**src/rtl/phy_tx_sched.sv**
```systemverilog
// Transmit scheduler: round-robin packet arbitration of two AXI-stream sources onto PHY_Tx,
// gated by link-up. Define PHY_TX_SCHED_COMP_EN to add periodic idle/comma compensation gaps.
module phy_tx_sched #(
  parameter int unsigned P_LINKUP_CNT  = 256,
  parameter int unsigned P_COMP_PERIOD = 2048,
  parameter int unsigned P_COMP_LEN    = 8
) (
  input  logic        i_clk,
  input  logic        i_rst,
  input  logic        i_rx_ByteAlign,
  input  logic [31:0] i_s0_axis_data,
  input  logic [3:0]  i_s0_axis_keep,
  input  logic        i_s0_axis_valid,
  input  logic        i_s0_axis_last,
  output logic        o_s0_axis_ready,
  input  logic [31:0] i_s1_axis_data,
  input  logic [3:0]  i_s1_axis_keep,
  input  logic        i_s1_axis_valid,
  input  logic        i_s1_axis_last,
  output logic        o_s1_axis_ready,
  output logic [31:0] o_tx_axis_data,
  output logic [3:0]  o_tx_axis_keep,
  output logic        o_tx_axis_valid,
  output logic        o_tx_axis_last,
  input  logic        i_tx_axis_ready,
  output logic        o_link_up,
  output logic [1:0]  o_grant,
  output logic        o_comp_req
);

  localparam int unsigned LinkW = $clog2(P_LINKUP_CNT + 1);
  localparam logic [LinkW-1:0] LinkMax = LinkW'(P_LINKUP_CNT);

  typedef enum logic [2:0] {
    StLinkDown,
    StIdle,
    StGrant0,
    StGrant1,
    StComp,
    StFlush
  } state_e;

  state_e           state_q, state_d;
  logic [LinkW-1:0] link_cnt_q, link_cnt_d;
  logic             rr_q, rr_d;  // last-served source; also the source being flushed
  logic             comp_pend;
  logic             comp_done;
  logic             s0_last_hs, s1_last_hs;
  logic             flush_done;

  // Link-up qualification
  always_comb begin
    link_cnt_d = link_cnt_q;
    if (!i_rx_ByteAlign) begin
      link_cnt_d = '0;
    end else if (link_cnt_q != LinkMax) begin
      link_cnt_d = link_cnt_q + 1'b1;
    end
  end

  assign o_link_up = (link_cnt_q == LinkMax);

  assign s0_last_hs = i_s0_axis_valid & i_tx_axis_ready & i_s0_axis_last;
  assign s1_last_hs = i_s1_axis_valid & i_tx_axis_ready & i_s1_axis_last;
  // Drained source has ready forced high, so its last beat is accepted whenever valid.
  assign flush_done = rr_q ? (i_s1_axis_valid & i_s1_axis_last)
                           : (i_s0_axis_valid & i_s0_axis_last);

`ifdef PHY_TX_SCHED_COMP_EN
  localparam int unsigned PerW = $clog2(P_COMP_PERIOD + 1);
  localparam int unsigned LenW = $clog2(P_COMP_LEN + 1);
  localparam logic [PerW-1:0] PerLast = PerW'(P_COMP_PERIOD - 1);
  localparam logic [LenW-1:0] LenLast = LenW'(P_COMP_LEN - 1);

  logic [PerW-1:0] per_q, per_d;
  logic [LenW-1:0] clen_q, clen_d;
  logic            pend_q, pend_d;

  assign comp_done  = (clen_q == LenLast);
  assign comp_pend  = pend_q;
  assign o_comp_req = (state_q == StComp);

  always_comb begin
    per_d  = per_q;
    pend_d = pend_q;
    clen_d = '0;
    if (state_q == StComp) begin
      clen_d = clen_q + 1'b1;
      if (comp_done) begin
        per_d  = '0;
        pend_d = 1'b0;
        clen_d = '0;
      end
    end else if (state_q != StLinkDown) begin
      if (per_q != PerLast) begin
        per_d = per_q + 1'b1;
      end
      pend_d = pend_q | (per_d == PerLast);
    end
  end

  always_ff @(posedge i_clk) begin
    if (i_rst) begin
      per_q  <= '0;
      clen_q <= '0;
      pend_q <= 1'b0;
    end else begin
      per_q  <= per_d;
      clen_q <= clen_d;
      pend_q <= pend_d;
    end
  end
`else
  assign comp_pend  = 1'b0;
  assign comp_done  = 1'b0;
  assign o_comp_req = 1'b0;

  // Compensation parameters carry no meaning in this build.
  if (P_COMP_PERIOD == 0 && P_COMP_LEN == 0) begin : g_comp_params_ignored
  end
`endif

  // State register
  always_ff @(posedge i_clk) begin
    if (i_rst) begin
      state_q    <= StLinkDown;
      link_cnt_q <= '0;
      rr_q       <= 1'b1;
    end else begin
      state_q    <= state_d;
      link_cnt_q <= link_cnt_d;
      rr_q       <= rr_d;
    end
  end

  // Next-state logic
  always_comb begin
    state_d = state_q;
    rr_d    = rr_q;
    case (state_q)
      StLinkDown: begin
        if (link_cnt_d == LinkMax) state_d = StIdle;
      end
      StIdle: begin
        if (!i_rx_ByteAlign) begin
          state_d = StLinkDown;
        end else if (comp_pend) begin
          state_d = StComp;
        end else if (i_s0_axis_valid && (!i_s1_axis_valid || rr_q)) begin
          state_d = StGrant0;
          rr_d    = 1'b0;
        end else if (i_s1_axis_valid) begin
          state_d = StGrant1;
          rr_d    = 1'b1;
        end
      end
      StGrant0: begin
        if (s0_last_hs) begin
          state_d = i_rx_ByteAlign ? StIdle : StLinkDown;
        end else if (!i_rx_ByteAlign) begin
          state_d = StFlush;
        end
      end
      StGrant1: begin
        if (s1_last_hs) begin
          state_d = i_rx_ByteAlign ? StIdle : StLinkDown;
        end else if (!i_rx_ByteAlign) begin
          state_d = StFlush;
        end
      end
      StComp: begin
        if (!i_rx_ByteAlign) begin
          state_d = StLinkDown;
        end else if (comp_done) begin
          state_d = StIdle;
        end
      end
      StFlush: begin
        if (flush_done) state_d = StLinkDown;
      end
      default: state_d = StLinkDown;
    endcase
  end

  // Outputs: data path is pure pass-through from the granted source
  always_comb begin
    o_tx_axis_data  = '0;
    o_tx_axis_keep  = '0;
    o_tx_axis_valid = 1'b0;
    o_tx_axis_last  = 1'b0;
    o_s0_axis_ready = 1'b0;
    o_s1_axis_ready = 1'b0;
    o_grant         = 2'b00;
    case (state_q)
      StGrant0: begin
        o_tx_axis_data  = i_s0_axis_data;
        o_tx_axis_keep  = i_s0_axis_keep;
        o_tx_axis_valid = i_s0_axis_valid;
        o_tx_axis_last  = i_s0_axis_last;
        o_s0_axis_ready = i_tx_axis_ready;
        o_grant         = 2'b01;
      end
      StGrant1: begin
        o_tx_axis_data  = i_s1_axis_data;
        o_tx_axis_keep  = i_s1_axis_keep;
        o_tx_axis_valid = i_s1_axis_valid;
        o_tx_axis_last  = i_s1_axis_last;
        o_s1_axis_ready = i_tx_axis_ready;
        o_grant         = 2'b10;
      end
      StFlush: begin
        if (rr_q) o_s1_axis_ready = 1'b1;
        else      o_s0_axis_ready = 1'b1;
      end
      default: ;
    endcase
  end

endmodule
```
**config.mk**
```make
export PLATFORM = sky130hd
export DESIGN_NAME = phy_tx_sched
export DESIGN_NICKNAME = d
export VERILOG_FILES = /design/src/rtl/phy_tx_sched.sv
export SDC_FILE = /design/constraint.sdc
export NUM_CORES = 1
export LEC_CHECK = 0
export BUFFER_PORTS_ARGS = -buffer_cell sky130_fd_sc_hd__buf_4
export CORE_MARGIN = 2
export CORE_UTILIZATION = 36
export DETAILED_ROUTE_END_ITERATION = 8
export PLACE_DENSITY_LB_ADDON = 0.3
export SLEW_MARGIN = 10
export SYNTH_ARGS = -nofsm -noshare
export SYNTH_HDL_FRONTEND = slang
export SYNTH_SLANG_ARGS = --single-unit
```
**constraint.sdc**
```tcl
create_clock -name i_clk -period 2.55 [get_ports i_clk]
set_input_delay 0 -clock i_clk [delete_from_list [all_inputs] [get_ports i_clk]]
set_output_delay 0 -clock i_clk [all_outputs]
set_load 0.005 [all_outputs]
```
== Yosys cells after proc, flatten, opt, wreduce, memory -nomap -nowiden ==
Cells that the tools add are included.
Widths: inputs -> output; s select.

* Bits in registers: 13
* Output and inout bits: 44

* Add/sub/neg operators: 1
* Eq/ne operators: 12
* Multiplexer cells: 25
* Bitwise gates (word level): 6
* Reductions and logical operators: 7

{| class="wikitable"
|+ Operators by type and width
! operator !! number
|-
| $pmux 32 s2 || 1
|-
| $mux 3 || 9
|-
| $eq 9x9->1 const B || 2
|-
| $mux 9 || 2
|-
| $pmux 3 s6 || 1
|-
| $add 9x1->9 const B || 1
|-
| $ne 9x9->1 const B || 1
|-
| $pmux 1 s2 || 4
|-
| $pmux 4 s2 || 1
|-
| $and 1x1->1 || 6
|-
| $eq 3x2->1 const B || 2
|-
| $eq 3x3->1 const B || 2
|-
| $mux 1 || 6
|-
| $ne 2x2->1 const B || 3
|-
| $ne 4x4->1 const B || 1
|-
| $pmux 2 s2 || 1
|-
| $reduce_and 4->1 || 1
|-
| $eq 3x1->1 const B || 1
|-
| $logic_not 3->1 || 1
|-
| $reduce_and 3->1 || 1
|-
| $reduce_bool 2->1 || 1
|-
| $logic_and 1x1->1 || 1
|-
| $logic_not 1->1 || 1
|-
| $logic_or 1x1->1 || 1
|}

== Depth between registers and ports, before layout ==
* Word-level depth: 6
* Gate-level depth with buffers: 9
* Mapped depth without buffers: 7

== Worst setup path before layout ==
Ideal clock, no wire load.

* Kind: register to register
* From: register link_cnt_q[1]
* To: register state_q[0]
* Library setup time: 79 ps
* Arrival time: 1739 ps
* Data required time: 2471 ps
* Setup slack: 732 ps
* Stages on the path, launching flop included: 7
* Buffers on the path: 0
* Cells stage by stage: dfxtp_1 ha_1 nand3_2 or3_4 a221oi_2 nand4b_1 a211oi_2

* Cells in the longest elaborated chain, start to end: 6

{| class="wikitable"
|+ RTL lines
! what !! RTL line !! source
|-
| start: declaration || 44 || <nowiki>logic [LinkW-1:0] link_cnt_q, link_cnt_d;</nowiki>
|-
| start signal: assignment || 131 || <nowiki>link_cnt_q <= link_cnt_d;</nowiki>
|-
| $add 9x1->9 / $ne 9x9->1 (equally long branches) || 57, 56 ||
|-
| $mux 9 * || 56 || <nowiki>end else if (link_cnt_q != LinkMax) begin</nowiki>
|-
| $mux 9 * || 54 || <nowiki>if (!i_rx_ByteAlign) begin</nowiki>
|-
| $eq 9x9->1 * || 142 || <nowiki>if (link_cnt_d == LinkMax) state_d = StIdle;</nowiki>
|-
| $ne 2x2->1 (no line) * || -- ||
|-
| $reduce_and 4->1 (no line) * || -- ||
|-
| end signal: assignment || 126 || <nowiki>state_q <= StLinkDown;</nowiki>
|-
| end signal: assignment || 130 || <nowiki>state_q <= state_d;</nowiki>
|-
| end: declaration || 43 || <nowiki>state_e state_q, state_d;</nowiki>
|}

Mark *: on every way between the ends. The rest lies on a longest branch, timed or not.
A chain may end at the register's enable or synchronous reset.

== Worst setup path after layout ==
* From: register link_cnt_q[0]
* To: register state_q[0]

Same word-level chain as after synthesis.

==> key figures <==
Synthesis
  – Cell taking the most area after synthesis: a22o_1
  – Top post-synthesis cells by area: a22o_1 (26%), dfxtp_1 (20%), nand3_1 (3.5%), nor2_1 (3.5%), xnor2_1 (3.4%)
  – Post-synthesis simple-gate area fraction: 22.5%
  – FFs w/ async S/R, synth: 0%
  – Net count after synthesis: 244
  – Synth Area in XOR/XNOR: 4.82%
  – Number of synthesized flops with an enable pin: 0
  – Synth Flop Type: dfxtp_1
  – Fraction of the mapped netlist area in adder cells: 1.97%
  – Compound-gate portion of the synthesized area: 41.7%
  – Register bit total from synthesis: 13
  – Cell Area, Synth: 1270 sq um
  – Sequential cell area fraction in the yosys report: 20.5%
  – Ys Warns: 0
  – Mean Syn Cell Area: 7.85 sq um
  – Main combinational cell family by area after synthesis: compound AO/OA/AOI/OAI gates
  – Mux share of post-synthesis cell area: 0%
  – Cell variety after synth: 46
  – Cell count after synthesis: 162
  – Top cell type's share of synthesized area: 26.2%

Clock tree
  – CTS tree: yes
  – Clock-pin slew on the worst setup and hold paths: 0.08 ns
  – Root buffer cell: clkbuf_4
  – Post_cts resized: 0
  – Clk_lat worst skew: 0.28 ns
  – Clk buf depth: 2
  – CTS HTree Levels: 1
  – Clock sinks: 13
  – Num CTS Buffers: 3

Place
  – Routability cong.: 0.833
  – Place WS: 0.491 ns
  – Dpl cells: 317
  – PortBufs: 122
  – Final HPWL DP: 4040 um

STA
  – RSZ-0062 raised after global routing: no
  – Hold_ws: 0.109 ns
  – Final Hold Violating Endpoints: 0
  – Max Fclk: 477 MHz
  – Fin crit share: 82.2%
  – Max-slew violations: 0
  – Fin Setup TNS: 0 ns
  – Final setup fails: 0
  – Final setup margin: 0.453 ns
  – Fin crit period: 2.10 ns
  – Clock skew: 0.00164 ns

Floorplanning
  – Rows: 21
  – Die H: 63.4 um
  – Core ar.: 3360 sq um
  – Initial Util: 37.8%
  – Horiz. Die Dim: 63.4 um
  – I/O pins: 124
  – Total die area: 4020 sq um

Cells and area
  – Ant. Diodes: 0
  – Fraction of layout cells with a size suffix above 1: 50.4%
  – Commonest non-fill, non-tap cell in the layout: buf_4
  – Fin cells: 322
  – Fillers: 293
  – Nets: 359
  – Commonest non-fill, non-tap cells in the layout: buf_4 (126), a22o_1 (38), dfxtp_1 (13), nor2_1 (12), nand3_1 (9)
  – Layout area overhead: 76.5%

Critical path
  – Kind of critical path: register to register
  – Critical path's largest stage delay: 0.52 ns
  – Worst R2R Start: link_cnt_q[0]$_SDFF_PP0_
  – Cell Chain, Critical Path: ha_1, nand3_2, or3_4, a221oi_2, nand4b_1, a211oi_2
  – Setup crit end: state_q[0]$_SDFFE_PP0P_
  – Critical path required time: 2.76 ns
  – CP Data Arrival Time: 2.31 ns
  – Reg2reg end: state_q[0]$_SDFFE_PP0P_
  – Nature of the critical path endpoint: register
  – R2R depth: 6
  – Worst Setup Start Kind: register
  – CP max FO: 9
  – Setup slack, reg-to-reg: 0.45 ns
  – Cell at the slowest stage of the critical path: dfxtp_1
  – Crit path launch: link_cnt_q[0]$_SDFF_PP0_

Pwr
  – VDD IR max: 0.175 mV
  – PwrDens: 204 nW/um^2
  – Leakage: 1.05 nW
  – Design Power: 0.457 mW

Min path
  – Min-delay src: i_s0_axis_valid
  – Hold Crit Class: input port to register

Routing
  – Vias per inst: 5.27
  – Via count: 1,696
  – 1st-iter DRT viols: 74
  – # DRC: 0
  – Routed wire length: 4930 um
  – DR WL/cell: 15.3 um
  – TritonRoute pass-1 iters: 4
  – Antenna Nets Post-Route: 0

GRT
  – Total GRT Usage: 23.9%
  – Initial antenna violation count: 0
  – Gr ovfl total: 0
  – Global-route wire length before repair: 7740 um
  – Vias in the first global route: 1,661
  – Largest net degree at the start of global routing: 22

Job
  – Max-Cap Viols: 0

Status
  – Outcome: finished clean
flip-flops by register name, indices dropped and copies added (netlist names):
name	cells
state_q	3
rr_q	1
link_cnt_q	9
power by group:
part,leakage (nW),internal (mW),switching [mW]
Sequential,0.105,0.204,0.00350
Combinational,0.928,0.0848,0.0338
Clock,0.0177,0.0584,0.0726
Yosys cell counts (all sizes together), types with 2 or more instances:
library cell / instances
clkbuf: 9
nor2: 12
nand2: 4
nand4: 2
buf: 8
xor2: 2
or4: 2
nand2b: 4
inv: 8
or2: 2
nand3: 10
or3: 2
xnor2: 5
dfxtp: 13
ha: 2
a31oi: 3
a21oi: 8
a22o: 38
o21ai: 4
nor3: 3
a2111oi: 2
worst min-delay path by stage:
stage,endpoint,cells past startpoint
after floorplan,state_q[0]$_SDFFE_PP0P_,1
after global placement,state_q[0]$_SDFFE_PP0P_,2
after detailed placement,state_q[0]$_SDFFE_PP0P_,2
after CTS,rr_q$_SDFFE_PP1P_,3
after global routing,rr_q$_SDFFE_PP1P_,3
final,rr_q$_SDFFE_PP1P_,3
layer usage:
layer / track usage [%] / up-vias / share of wire [%]
met5: 0 / - / 0
met4: 6.52 / 0 / 1.8
met3: 5.00 / 10 / 6.3
met2: 41.4 / 81 / 50
met1: 29.9 / 755 / 42
li1: - / 850 / -
per-stage QoR:
stage | utilization (%) | instance area (sq um)
floorplan | - | 1270
global placement | 65.6 | 2210
detailed placement | 65.6 | 2210
CTS | 66.7 | 2240
global route | 66.7 | 2240
finish | 66.7 | 2240
critical path, delay by kind of cell, from the launching register on:
kind                       cells  cell delay, ns
and+or+nand+nor                3            0.72
AOI/OAI and AO/OA              2            0.49
DFF                            1            0.52
adders and majority gates      1            0.30
cell type report:
cell class / instances / area [sq um] / share of cell area, %
repair buffers: 127 / 956 / 42.6
multi-input cells: 124 / 912 / 40.7
flip-flops and latches: 13 / 260 / 11.6
well taps: 46 / 57.6 / 2.57
inverters: 8 / 30.0 / 1.34
clock buffers: 3 / 22.5 / 1.00
clock inverters: 1 / 5.00 / 0.223
cells by family (layout without fill, tap and decap cells):
| kind of cell | Yosys count | in the layout |
|---|---|---|
| buffers and inverters | 25 | 139 |
| XOR/XNOR | 7 | 7 |
| adder cells (fa/ha/maj) | 2 | 2 |
| flip-flops | 13 | 13 |
| AO/OA/AOI/OAI | 65 | 65 |
| AND/OR/NAND/NOR | 49 | 49 |
| other | 1 | 1 |
repair_timing:
item,4_1_cts,5_1_grt
hold buffers,1,0
setup buffers,0,0
endpoints found under the hold margin,3,0
(Power assumes the default switching activity.)
